<file path="src/rtl/sigma_key_lifo.sv">
// Round-key LIFO for Anubis-style decryption: keys are written in schedule order
// and popped last-first, each popped key XORed onto one incoming state word.
module sigma_key_lifo #(
    parameter int WIDTH = 128,
    parameter int DEPTH = 13
) (
    input  logic             clk,
    input  logic             rst,
    input  logic             key_wr,
    input  logic [WIDTH-1:0] key_in,
    input  logic             data_valid,
    input  logic [WIDTH-1:0] data_in,
    output logic             data_ready,
    output logic             out_valid,
    output logic [WIDTH-1:0] out,
    input  logic             out_ready,
    output logic [4:0]       key_count,
    output logic             err
);

    localparam int         AW      = (DEPTH > 1) ? $clog2(DEPTH) : 1;
    localparam logic [4:0] DEPTH_C = 5'(DEPTH);

    typedef enum logic {LOAD = 1'b0, RUN = 1'b1} state_t;

    state_t           state_reg, state_next;
    logic [4:0]       count_reg;
    logic             out_valid_reg;
    logic [WIDTH-1:0] out_reg;
    logic             err_reg;
    logic [WIDTH-1:0] key_mem [DEPTH];

    logic             xfer;
    logic             wr_en;
    logic             wr_bad;
    logic [4:0]       pop_ptr;

    assign pop_ptr = count_reg - 5'd1;

    // State register
    always_ff @(posedge clk) begin
        if (rst) begin
            state_reg <= LOAD;
        end else begin
            state_reg <= state_next;
        end
    end

    // Next state: any pop leaves LOAD; popping the last key returns to LOAD
    always_comb begin
        state_next = state_reg;
        if (xfer) begin
            state_next = (count_reg == 5'd1) ? LOAD : RUN;
        end
    end

    // Output / control decode
    always_comb begin
        data_ready = (count_reg != 5'd0) && (!out_valid_reg || out_ready);
        xfer       = data_valid && data_ready;
        // A pop wins over a simultaneous write; the write is then flagged
        wr_en      = key_wr && (state_reg == LOAD) && !xfer && (count_reg < DEPTH_C);
        wr_bad     = key_wr && !wr_en;
    end

    // Key storage is never read while empty, so it carries no reset
    always_ff @(posedge clk) begin
        if (wr_en) begin
            key_mem[count_reg[AW-1:0]] <= key_in;
        end
    end

    always_ff @(posedge clk) begin
        if (rst) begin
            count_reg <= 5'd0;
        end else if (xfer) begin
            count_reg <= count_reg - 5'd1;
        end else if (wr_en) begin
            count_reg <= count_reg + 5'd1;
        end
    end

    // Output register: reload on pop, otherwise drain on out_ready
    always_ff @(posedge clk) begin
        if (rst) begin
            out_reg       <= '0;
            out_valid_reg <= 1'b0;
        end else if (xfer) begin
            out_reg       <= data_in ^ key_mem[pop_ptr[AW-1:0]];
            out_valid_reg <= 1'b1;
        end else if (out_ready) begin
            out_valid_reg <= 1'b0;
        end
    end

    always_ff @(posedge clk) begin
        if (rst) begin
            err_reg <= 1'b0;
        end else if (wr_bad) begin
            err_reg <= 1'b1;
        end
    end

    assign out_valid = out_valid_reg;
    assign out       = out_reg;
    assign key_count = count_reg;
    assign err       = err_reg;

endmodule

</file>
<file path="config.mk">
export PLATFORM = sky130hd
export DESIGN_NAME = sigma_key_lifo
export DESIGN_NICKNAME = d
export VERILOG_FILES = /design/src/rtl/sigma_key_lifo.sv
export SDC_FILE = /design/constraint.sdc
export NUM_CORES = 2
export LEC_CHECK = 0
export CORE_MARGIN = 2
export CORE_UTILIZATION = 64
export DETAILED_ROUTE_END_ITERATION = 16
export MAX_ROUTING_LAYER = met4
export PLACE_DENSITY = 0.83
export SYNTH_ARGS = -nofsm -noshare
export SYNTH_HDL_FRONTEND = slang
export SYNTH_SLANG_ARGS = --single-unit
</file>
<file path="constraint.sdc">
create_clock -name clk -period 18.43 [get_ports clk]
set_input_delay 3.686 -clock clk [delete_from_list [all_inputs] [get_ports clk]]
set_output_delay 3.686 -clock clk [all_outputs]
set_load 0.005 [all_outputs]
</file>
==> out/metrics.yaml, run 1 <==
initial_core_util_pct: 64.8
status: "did not finish"
overflow: 0
synth_cell_types: 40
portBuffers: 396
ys_top_cells_by_area: "edfxtp_1 (69%), mux4_2 (12%), dfxtp_1 (3.8%)"
synth_top_area_share_pct: 69.5
rows: 122
syn_area_per_cell_um2: 18.3
holdBufCountCts: 0
syn_inst: 3930
synth_top_area_cell: "edfxtp_1"
cts_made_buffers: 173
clockBufferDepth: 3
async_flop_share_pct: 0
globalRouteTotalUtil_pct: 33.6
ios: 397
ys_seq_area_share_pct: 73.3
dieWidth_um: 339
root_buffer: "clkbuf_16"
cts_setup_buffers: 0
synth_edf_count: 1664
die_h_um: 339
ys_warn_count: 0
synth.ff_latch_count: 1800
dp.final_hpwl_mm: 98.2
htree_levels: 4
synth_flop_cell: "edfxtp_1"
grt_pass1_wl_mm: 276
place_congestion: 0.770
error_line: "[ERROR DRT-0255] Maze Route cannot find path of net clk in worker of routeBox ( 289800 0 ) ( 339170 48300 )."
syn_nets: 4196
antenna_found_initial: 18
syn_area_mm2: 0.0719
grt_max_degree: 132
grt_pass1_vias: 43300
lastStage: "detailed routing"
cts_sinks: 1800
post_cts_resize_count: 0
[synthesized netlist by cell type (4+ instances only)]
cell / number
and3_1: 129
edfxtp_1: 1664
o31ai_1: 108
mux4_2: 384
nand2b_1: 4
ha_1: 5
o21ai_0: 128
dfxtp_1: 136
nor2_1: 24
buf_4: 9
o31ai_2: 20
buf_1: 13
a211oi_1: 137
buf_6: 14
a211oi_2: 120
clkbuf_1: 136
nand2_1: 390
a31oi_1: 128
buf_2: 89
inv_1: 132
and4_1: 128
[routing by layer]
| layer | track usage, % |
|---|---|
| met5 | - |
| met4 | 13.4 |
| met3 | 7.32 |
| met2 | 54.7 |
| met1 | 41.6 |
[stage by stage]
stage	cells	hold slack (ns)	util, %	cell area (µm²)	setup slack, ns
floorplan	3930	0.449	-	71900	7.68
global placement	5618	0.436	69.6	77300	9.71
detailed placement	5618	0.441	69.6	77300	9.70
CTS	5944	0.458	74.8	83000	9.77
global route	5959	0.468	74.9	83100	9.72
[cells by family after synthesis]
group	after synthesis	synth area share, %
compound gates	652	7.12
buf+inv	393	2.40
fa+ha+maj	5	0.0870
flops	1800	73.3
simple gates	693	5.04
mux	384	12.0
xor+xnor	3	0.0366
==> run 2, diff against run 1 <==
- CORE_UTILIZATION: 64 -> 40
- MAX_ROUTING_LAYER: met4 -> unset
- PLACE_DENSITY: 0.83 -> unset
- PLACE_DENSITY_LB_ADDON: unset -> 0.15
==> run 2 against run 1 <==
- the run now ends clean
- synthesized area unchanged
- global-route usage fell by 12 points
- synthesized cell count did not move
==> out/metrics.yaml, run 2 <==
status: "complete, no violations"
synth_flop_cell: "edfxtp_1"
cp_data_arrival_time_ns: 4.95
skew_ns: 0.0400
ys_seq_area_share_pct: 73.3
worstHoldEndpoint: "out[47]$_SDFFE_PP0N_"
final_nets: 4594
ys_top_cells_by_count: "edfxtp_1 (1664), nand2_1 (390), mux4_2 (384)"
cts_made_buffers: 188
synth_edf_count: 1664
p_total_mw: 13.7
rows: 155
worstHoldStart: "out[47]$_SDFFE_PP0N_"
die_h_um: 428
syn_area_per_cell_um2: 18.3
setup_viol: 0
period_share_pct: 46.9
largest_reg_flops: 1664
htree_levels: 4
setup_ws_ns: 9.79
syn_area_mm2: 0.0719
critical_path_required_ns: 14.74
whs_path_depth: 2
portBuffers: 396
worstSetupStartpointType: "input port"
post_cts_resize_count: 0
drv_slew: 0
drt-initial-drc-count: 3283
cts_setup_buffers: 0
hold_viol: 0
dieWidth_um: 428
first_pass_iters: 5
root_buffer: "clkbuf_16"
rr_startpoint: "key_count[0]$_SDFFE_PP0P_"
relSlewSlack_pct: 10.6
worstPathMaxFanout: 5
maxCapViolCount: 0
place_congestion: 0.736
peakVddDrop_uv: 187
rsz0062_at_grt: "no"
synth_most_common_cell: "edfxtp_1"
drive_above_1_share_pct: 20.0
drc: 0
initial_core_util_pct: 40.3
layout_min_cycle_time_ns: 8.64
cts_tree: "done"
ys_top_cells_by_area: "edfxtp_1 (69%), mux4_2 (12%), dfxtp_1 (3.8%)"
area_delta_synth_final_pct: 17.7
viasPerCell: 5.76
critPathMostFrequentCell: "clkdlybuf4s50_1"
fmax_ghz: 0.116
power.density_mw_per_mm2: 161
grt_pass1_wl_mm: 291
drt.antenna.violating_nets: 0
path_class: "input port to primary output"
layout_commonest_cell: "edfxtp_1"
hp-class: "flop to flop"
core_area_mm2: 0.179
num_vias: 39400
worst_pin_slew_ns: 1.34
synth_top_area_cell: "edfxtp_1"
globalRouteTotalUtil_pct: 21.8
async_flop_share_pct: 0
clk_pin_slew_ns: 0.06
wl_per_cell_um: 29.5
synth_cell_types: 40
worstPathCellList: "clkdlybuf4s50_1, nand2b_1, and2_1, clkdlybuf4s50_1"
ys_warn_count: 0
r2r-end: "out[88]$_SDFFE_PP0N_"
insertion_delay_ns: 0.84
fin_setup_tns_ns: 0
crit_slowest_cell: "clkdlybuf4s50_1"
endpoint_kind: "primary output"
reg2reg_depth: 8
worst_path_largest_cell_delay_ns: 0.49
syn_inst: 3930
antenna_found_initial: 29
path_delay_family: "buffers and inverters"
dp.final_hpwl_mm: 110
post-place-ws_ns: 9.70
ff2ff_setup_slack_ns: 12.71
clockBufferDepth: 3
synth.ff_latch_count: 1800
grt_pass1_vias: 40300
ios: 397
crit_buf_inv: 2
overflow: 0
die_area_mm2: 0.183
grt_max_degree: 120
synth_top_area_share_pct: 69.5
finalWirelength_mm: 202
final_cell_mix: "edfxtp_1 (1664), clkdlybuf4s50_1 (396), nand2_1 (390), mux4_2 (384), clkbuf_16 (189)"
p_leak_nw: 26.9
holdBufCountCts: 0
timing.hold.ws_ns: 0.450
cts_sinks: 1800
syn_nets: 4196
run 2: cell counts after synthesis:
No cell type changed its count.
run 2: logic make-up (layout without fill, tap and decap cells):
group / after synthesis / in the layout / share of synthesized area, %
multiplexers: 384 / 384 / 12.0
AND/OR/NAND/NOR: 693 / 693 / 5.04
adder cells (fa/ha/maj): 5 / 5 / 0.0870
flip-flops: 1800 / 1800 / 73.3
other: 0 / 9 / 0
XOR/XNOR: 3 / 3 / 0.0366
buffers and inverters: 393 / 951 / 2.40
AO/OA/AOI/OAI: 652 / 652 / 7.12
run 2: worst max path at each step:
stage	slack (ns)	startpoint	cells after the start	endpoint
floorplan	7.68	key_wr	4	key_mem[4][0]$_DFFE_PP_
global route	9.71	out_ready	4	data_ready
finish	9.79	out_ready	4	data_ready
CTS	9.79	out_ready	4	data_ready
global placement	9.73	key_wr	8	key_mem[9][90]$_DFFE_PP_
detailed placement	9.70	key_wr	8	key_mem[9][90]$_DFFE_PP_
run 2: cell type report:
type	instances	area, µm²
inverters	132	498
clock buffers	260	5160
multi-input cells	1737	17700
flip-flops and latches	1800	52700
fillers	15000	94000
diodes	9	22.5
repair buffers	469	4620
well taps	2355	2950
clock inverters	90	991
run 2: stage by stage:
stage	utilization (%)	std cells	instance area [µm²]
after floorplan	-	3930	71900
after global placement	43.9	6493	78400
after detailed placement	43.9	6493	78400
after CTS	47.4	6843	84600
after global routing	47.4	6848	84600
final	47.4	6852	84600
run 2: worst min-delay path, cell delays in order (launching register included):
cell,delay [ns]
dfxtp_1,0.32
nand2_1,0.05
o31ai_1,0.05
run 2: power breakdown:
group	internal [mW]	leakage, nW	switching [mW]
Clock	2.20	3.00	1.60
Sequential	4.83	16.1	0.184
Combinational	1.93	7.73	2.90
Total	8.97	26.9	4.69
run 2: metal layers:
layer  GRT usage [%]  share of wire, %  up-vias
li1                -                 -    16900
met1            28.3                41    21000
met2            37.8                51     1189
met3            3.29               5.1      315
met4            7.04               2.8        6
met5               0             0.019        -
Note: power is estimated with default switching activity, not from simulation.
